File: src/rtl/data_mem_ctrl.sv
// rtl/data_mem_ctrl.sv - CPU load/store request to data-memory port controller
// Validates size/alignment, issues one memory access, extends load data, holds response.
module data_mem_ctrl #(
   parameter int MEM_RD_LAT = 1
) (
   input  logic        clk,
   input  logic        reset_n,
   input  logic        req_valid,
   output logic        req_ready,
   input  logic        req_write,
   input  logic [3:0]  req_size,
   input  logic        req_signed,
   input  logic [63:0] req_addr,
   input  logic [63:0] req_wdata,
   output logic        resp_valid,
   input  logic        resp_ready,
   output logic [63:0] resp_rdata,
   output logic        resp_err,
   output logic [63:0] address,
   output logic        write_enable,
   output logic        read_enable,
   output logic [63:0] write_data,
   output logic [3:0]  xfer_size,
   input  logic [63:0] read_data
);

   typedef enum logic [1:0] {
      IDLE  = 2'd0,
      ISSUE = 2'd1,
      WAIT  = 2'd2,
      RESP  = 2'd3
   } state_e;

   localparam logic [1:0] CNT_INIT = (MEM_RD_LAT > 0) ? 2'(MEM_RD_LAT - 1) : 2'd0;
   localparam bit         NO_WAIT  = (MEM_RD_LAT == 0);

   state_e      state_q, state_d;
   logic        wr_q;
   logic        signed_q;
   logic        err_q;
   logic [63:0] rdata_q;
   logic [1:0]  cnt_q;
   logic [63:0] address_q;
   logic [63:0] wdata_q;
   logic [3:0]  size_q;

   logic        size_ok;
   logic        aligned;
   logic        legal;
   logic        accept;
   logic        load_sample;

   function automatic logic [63:0] extend(input logic [63:0] d,
                                          input logic [3:0]  sz,
                                          input logic        sgn);
      logic [63:0] r;
      case (sz)
         4'd1:    r = {{56{sgn & d[7]}},  d[7:0]};
         4'd2:    r = {{48{sgn & d[15]}}, d[15:0]};
         4'd4:    r = {{32{sgn & d[31]}}, d[31:0]};
         default: r = d;
      endcase
      return r;
   endfunction

   always_comb begin
      size_ok = 1'b0;
      aligned = 1'b0;
      case (req_size)
         4'd1: begin size_ok = 1'b1; aligned = 1'b1;                    end
         4'd2: begin size_ok = 1'b1; aligned = (req_addr[0]   == 1'b0);  end
         4'd4: begin size_ok = 1'b1; aligned = (req_addr[1:0] == 2'b00); end
         4'd8: begin size_ok = 1'b1; aligned = (req_addr[2:0] == 3'b000); end
         default: begin size_ok = 1'b0; aligned = 1'b0; end
      endcase
      legal  = size_ok && aligned;
      accept = (state_q == IDLE) && req_valid;
   end

   // The load's final access cycle: end of ISSUE when there is no wait, else last WAIT cycle.
   always_comb begin
      load_sample = 1'b0;
      if (!wr_q) begin
         if (state_q == ISSUE && NO_WAIT)
            load_sample = 1'b1;
         else if (state_q == WAIT && cnt_q == 2'd0)
            load_sample = 1'b1;
      end
   end

   always_ff @(posedge clk) begin
      if (!reset_n)
         state_q <= IDLE;
      else
         state_q <= state_d;
   end

   always_comb begin
      state_d = state_q;
      case (state_q)
         IDLE: begin
            if (req_valid)
               state_d = legal ? ISSUE : RESP;
         end
         ISSUE: begin
            if (wr_q || NO_WAIT)
               state_d = RESP;
            else
               state_d = WAIT;
         end
         WAIT: begin
            if (cnt_q == 2'd0)
               state_d = RESP;
         end
         RESP: begin
            if (resp_ready)
               state_d = IDLE;
         end
         default: state_d = IDLE;
      endcase
   end

   always_comb begin
      req_ready    = (state_q == IDLE);
      resp_valid   = (state_q == RESP);
      resp_err     = (state_q == RESP) && err_q;
      resp_rdata   = (state_q == RESP) ? rdata_q : 64'd0;
      write_enable = (state_q == ISSUE) && wr_q;
      read_enable  = (state_q == ISSUE) && !wr_q;
   end

   // Memory-port fields only change for legal requests so they hold their last driven values.
   always_ff @(posedge clk) begin
      if (!reset_n) begin
         wr_q      <= 1'b0;
         signed_q  <= 1'b0;
         err_q     <= 1'b0;
         rdata_q   <= 64'd0;
         cnt_q     <= 2'd0;
         address_q <= 64'd0;
         wdata_q   <= 64'd0;
         size_q    <= 4'd0;
      end else begin
         if (accept) begin
            wr_q     <= req_write;
            signed_q <= req_signed;
            err_q    <= !legal;
            rdata_q  <= 64'd0;
            if (legal) begin
               address_q <= req_addr;
               wdata_q   <= req_wdata;
               size_q    <= req_size;
            end
         end
         if (state_q == ISSUE)
            cnt_q <= CNT_INIT;
         else if (state_q == WAIT && cnt_q != 2'd0)
            cnt_q <= cnt_q - 2'd1;
         if (load_sample)
            rdata_q <= extend(read_data, size_q, signed_q);
      end
   end

   assign address    = address_q;
   assign write_data = wdata_q;
   assign xfer_size  = size_q;

endmodule

File: config.mk
export PLATFORM = sky130hd
export DESIGN_NAME = data_mem_ctrl
export DESIGN_NICKNAME = d
export VERILOG_FILES = /design/src/rtl/data_mem_ctrl.sv
export SDC_FILE = /design/constraint.sdc
export NUM_CORES = 1
export LEC_CHECK = 0
export BUFFER_PORTS_ARGS = -buffer_cell sky130_fd_sc_hd__clkbuf_2
export CAP_MARGIN = 20
export CORE_AREA = 2 2 158 160
export CTS_CLUSTER_DIAMETER = 40
export CTS_CLUSTER_SIZE = 30
export DETAILED_ROUTE_END_ITERATION = 10
export DIE_AREA = 0 0 160 162
export PLACE_DENSITY_LB_ADDON = 0.05
export SLEW_MARGIN = 25
export SYNTH_ARGS = -nofsm -noshare
export SYNTH_HDL_FRONTEND = slang
export SYNTH_SLANG_ARGS = --single-unit
File: constraint.sdc
create_clock -name clk -period 4.1 [get_ports clk]
set_input_delay 0.41 -clock clk [delete_from_list [all_inputs] [get_ports clk]]
set_output_delay 0.41 -clock clk [all_outputs]
set_load 0.01 [all_outputs]
-- Word level (Yosys, flattened, before mapping)
Cells that the tools add are included.
- add/sub/neg operators: 1
- equality and inequality tests: 13
- multiplexer cells: 14
- bitwise logic cells: 5
- reductions and logical operators: 19
- operators with widths (cell ; number):
    $mux W64 ; 3
    $pmux W64 S3 ; 1
    $eq A4 B1 Y1 const B ; 2
    $eq A4 B2 Y1 const B ; 2
    $eq A4 B3 Y1 const B ; 2
    $mux W2 ; 4
    $pmux W2 S4 ; 1
    $logic_and A1 B1 Y1 ; 7
    $logic_not A2 Y1 ; 3
    $eq A2 B2 Y1 const B ; 2
    $eq A4 B4 Y1 const B ; 1
    $mux W1 ; 4
    $ne A2 B1 Y1 const B ; 2
    $pmux W1 S4 ; 1
    $reduce_bool A2 Y1 ; 2
    $reduce_or A4 Y1 ; 1
    $and A1 B1 Y1 ; 3
    $logic_not A3 Y1 ; 1
    $reduce_and A3 Y1 ; 1
    $eq A2 B1 Y1 const B ; 1
    $logic_not A1 Y1 ; 2
    $ne A2 B2 Y1 const B ; 1
    $not A1 Y1 ; 2
    $reduce_and A2 Y1 ; 1
    2 further kinds ; 2
- flip-flop bits (word level): 203
- bits of input ports: 202
- output and inout port bits: 201
- logic and storage cells: 61

-- Depth between registers and ports, before layout
- depth in word-level cells: 7
- gate-level depth with buffers: 8
- mapped depth without buffers: 6

-- Least setup slack after synthesis
OpenSTA, ideal clock, no wires.
- path kind: reg-to-reg
- start point: register state_q[0]
- end point: register rdata_q[59]
- library setup time: 0.122 ns
- arrival time: 1.695 ns
- data required time: 3.978 ns
- path slack: 2.284 ns
- stages on the path, launching flop included: 8
- path buffers: 2
- clock period less this slack: 1.816 ns
- cells stage by stage: dfxtp_1 > inv_1 > ha_1 > nand3b_1 > and3_1 > buf_2 > buf_2 > a221o_1
- cells in the longest elaborated chain, start to end: 5
- elaborated cells between the ends (all ways): 8
- those cells by class: 1 x eq/ne; 3 x mux; 4 x reduce/logical
- ends and longest elaborated chain (item ; line ; source):
    start: declaration ; 37 ; state_e state_q, state_d;
    start signal: assignment ; 95 ; state_q <= state_d;
    $eq A2 B2 Y1 ; 86 ; else if (state_q == WAIT && cnt_q == 2'd0)
    $logic_and A1 B1 Y1 ; 86 ;
    $mux W1 ; 86 ;
    $mux W1 ; 83 ; if (!wr_q) begin
    $mux W64 / $reduce_bool A2 Y1 (equally long branches) ; n/a ;
    end signal: assignment ; 160 ; rdata_q <= extend(read_data, size_q, signed_q);
    end: declaration ; 41 ; logic [63:0] rdata_q;
Several ways; a longest one is shown, not always the timed one.
A chain may end at the register's enable or synchronous reset.

-- Final worst setup path
- start point: register state_q[0]
- end point: register address_q[32] (netlist: address[32])
- cells in the longest elaborated chain, start to end: 3
- ends and longest elaborated chain (item ; line ; source):
    $logic_not A2 Y1 ; 77 ; accept = (state_q == IDLE) && req_valid;
    $logic_and A1 B1 Y1 ; 77 ;
    $reduce_and A2 Y1 (no source line) ; n/a ;
    end signal: assignment ; 150 ; address_q <= req_addr;
    end: declaration ; 43 ; logic [63:0] address_q;
Every way passes these cells.

==> metrics.txt <==
initial antenna violation count 3; Worst Reg-to-Reg Cells 7; Chip Height roughly 160 µm; min-delay src req_addr[52]; status complete, no violations; Leak 5.38 nW; crit path DAT 2830 ps; area of the multi-input gates 3950 µm²; worst path required time between 4000 and 5000 ps; Post-CTS Setup Inserts 0; mean post-synth cell area 8.95 µm²; Clock H-tree levels 2; vias in the first global route 7219; peak supply drop 0.000287 V; Clock Skew roughly 17 ps; Seq cells post-synth 203; post-route ant nets 0; Mapped Nets around 1100; first-pass GRT wire length 38.7 mm; R2R setup slack 1680 ps; fin. max-slew vios 0; DRC viols 0; post-synth top area share 48.4%; Core Region 24100 µm²; FMAX just over 400 MHz; GP Congestion about 0.74; Final Hold Fails 0; CP Launch Type flop; Placement Cell Area 10500 µm²; main area contributors after synthesis dfxtp_1, mux2i_1, nand2_1; Critical Path Source state_q[0]; Post-Route Utilization between 40% and 50%; gr ovfl total 0; Port Buf Inserts 402; Slew Limit Headroom 33.4%; number of max-cap violations 0; Fill cells 2402; largest area contributor in the netlist dfxtp_1; hold path depth 3; fin nets 1519; highest net fanout along the worst path 132; critical path class reg -> reg; CTS Hold Bufs 0; overall routing resource usage between 10% and 20%; synth unique cells 37; synthesis warning total 0; die width 160 µm; Reg clk slew, reported paths approximately 60 ps; Final Cell Area around 12000 µm²; layout cells sized above 1 35.3%; DRT iter0 DRCs 421; sequential area share after synthesis 48.4%; WHS Endpoint address[52]; Setup TNS Final 0 ps; number of clock sinks 203; Vias 7613; crit end category flop; final worst-path cycle share between 50% and 60%; worst min path class in -> reg; power density cells 536 nW/µm²; initial core utilization 34.8%; worst setup margin 1680 ps; Area Overhead vs Synth 40.9%; DRT Wirelength 25.3 mm; Avg WL per Cell about 15 µm; fin crit period 2420 ps; Longest Clk Path Bufs 3; FF+latch area about 4000 µm²; num ports 403; reg2reg start state_q[0]; via-per-instance ratio 4.58; Rows 57; Post-Syn Area 8390 µm²; RSZ-0062 raised after global routing no; Post-CTS Resized 0; post-synthesis cell count 937; largest net degree at the start of global routing 133; HPWL after DPL 17.6 mm; drt pass-1 iters 4; Die ar. 25900 µm²; CTS tree done; final setup fails 0; clock buffer count from CTS 36; CTS root buf clkbuf_16; clock latency on the worst-skew pair 490 ps; reg2reg end address[32]; total power draw 0.00634 W; Worst Tran Pin Value 999 ps; worst slack at placement 1710 ps
## per-layer routing
metal | track usage [%] | vias to the layer above | part of all wire, %
met5 | 0 | - | 0
met4 | 6.47 | 0 | 2.6
met3 | 7.25 | 42 | 9.3
met2 | 31.5 | 278 | 47
met1 | 21.6 | 3408 | 41
li1 | - | 3885 | -
## per-stage QoR
| step | std cells | hold slack (ps) |
|---|---|---|
| 2_1_floorplan | 937 | 417 |
| 3_3_place_gp | 1597 | 426 |
| 3_5_place_dp | 1597 | 434 |
| 4_1_cts | 1659 | 118 |
| 5_1_grt | 1659 | 123 |
| 6_report | 1662 | 139 |
## layout make-up
type | instances | area share, %
sequential | 203 | 34.4
multi-input combinational | 652 | 33.4
timing repair buffer | 410 | 17.7
clock buffer | 44 | 8.31
tap | 324 | 3.43
clock inverter | 18 | 2.47
inverter | 8 | 0.254
antenna | 3 | 0.0635
## worst max-delay path: stages (launching register included)
cell	delay, ps
dfxtp_1	320
inv_1	140
ha_1	310
nand2_1	80
buf_4	220
a21oi_4	150
buf_12	650
mux2i_1	290
## cells by family (layout without fill, tap and decap cells)
kind of cell               after synthesis  in the layout  synth area share [%]
muxes                                  132            132                  15.7
other                                    0              3                     0
and+or+nand+nor                        406            406                  21.1
AOI/OAI and AO/OA                      106            106                  9.01
DFF                                    203            203                  48.4
adders and majority gates                6              6                 0.895
buffers and inverters                   82            480                  4.65
xor gates and xnor gates                 2              2                 0.209
## placed cells by master (no fill, tap or decap), types with 2 or more instances in the layout
master      count
a221oi_1        2
nor3_1          2
bufinv_16       7
a211oi_1        6
a21oi_1        33
a21boi_0        3
nor2b_1         5
inv_1           8
buf_4           6
mux2i_1       132
a221o_1        32
and2_1         66
xnor2_1         2
clkbuf_1        4
nand2_1       305
nand3b_1        2
nor2_1          4
nor3b_1         2
clkbuf_16      37
nand2b_1        3
clkinv_2        3
dfxtp_1       203
clkbuf_2      401
o21ai_1         2
a21o_1          3
clkbuf_8        4
ha_1            6
clkinvlp_4      3
o21ai_0        19
and3b_1         3
diode_2         3
clkinv_4        4
nand3_1        10
## report_power, final
group	leakage (nW)	internal (W)	total [W]	switching [W]
combinational	3.12	0.000387	0.000952	0.000564
clock	0.614	0.00214	0.00313	0.000984
sequential	1.64	0.00217	0.00227	0.0000945
## worst max-delay path by stage
stage               slack (ps)             to  cells after the start
finish                    1680    address[32]                      7
detailed placement        1710  write_data[8]                      6
CTS                       1700    rdata_q[58]                      8
global route              1510    rdata_q[54]                      8
floorplan                 2280    rdata_q[59]                      7
global placement          1760    address[21]                      6
## cells in the mapped netlist
cell,count
a211oi_1,6
a21boi_0,3
a21o_1,3
a21oi_1,34
a221o_1,32
a221oi_1,2
a31oi_1,1
a31oi_2,1
and2_1,66
and3_1,1
and3b_1,3
buf_1,2
buf_2,12
buf_4,10
buf_6,4
clkbuf_1,46
dfxtp_1,203
ha_1,6
inv_1,8
mux2i_1,132
nand2_1,305
nand2b_1,3
nand3_1,10
nand3b_1,2
nand4_1,1
nand4b_1,1
nor2_1,4
nor2b_1,5
nor3_1,2
nor3b_1,2
nor4_1,1
o211a_1,1
o21a_1,1
o21ai_0,19
o21ai_1,2
o21ba_4,1
xnor2_1,2
## sequential cells by signal (all words and copies together) (netlist names)
register	count
err_q	1
write_data	64
address	64
signed_q	1
wr_q	1
rdata_q	64
xfer_size	4
state_q	2
cnt_q	2
Power figures use the tool's default switching activity.
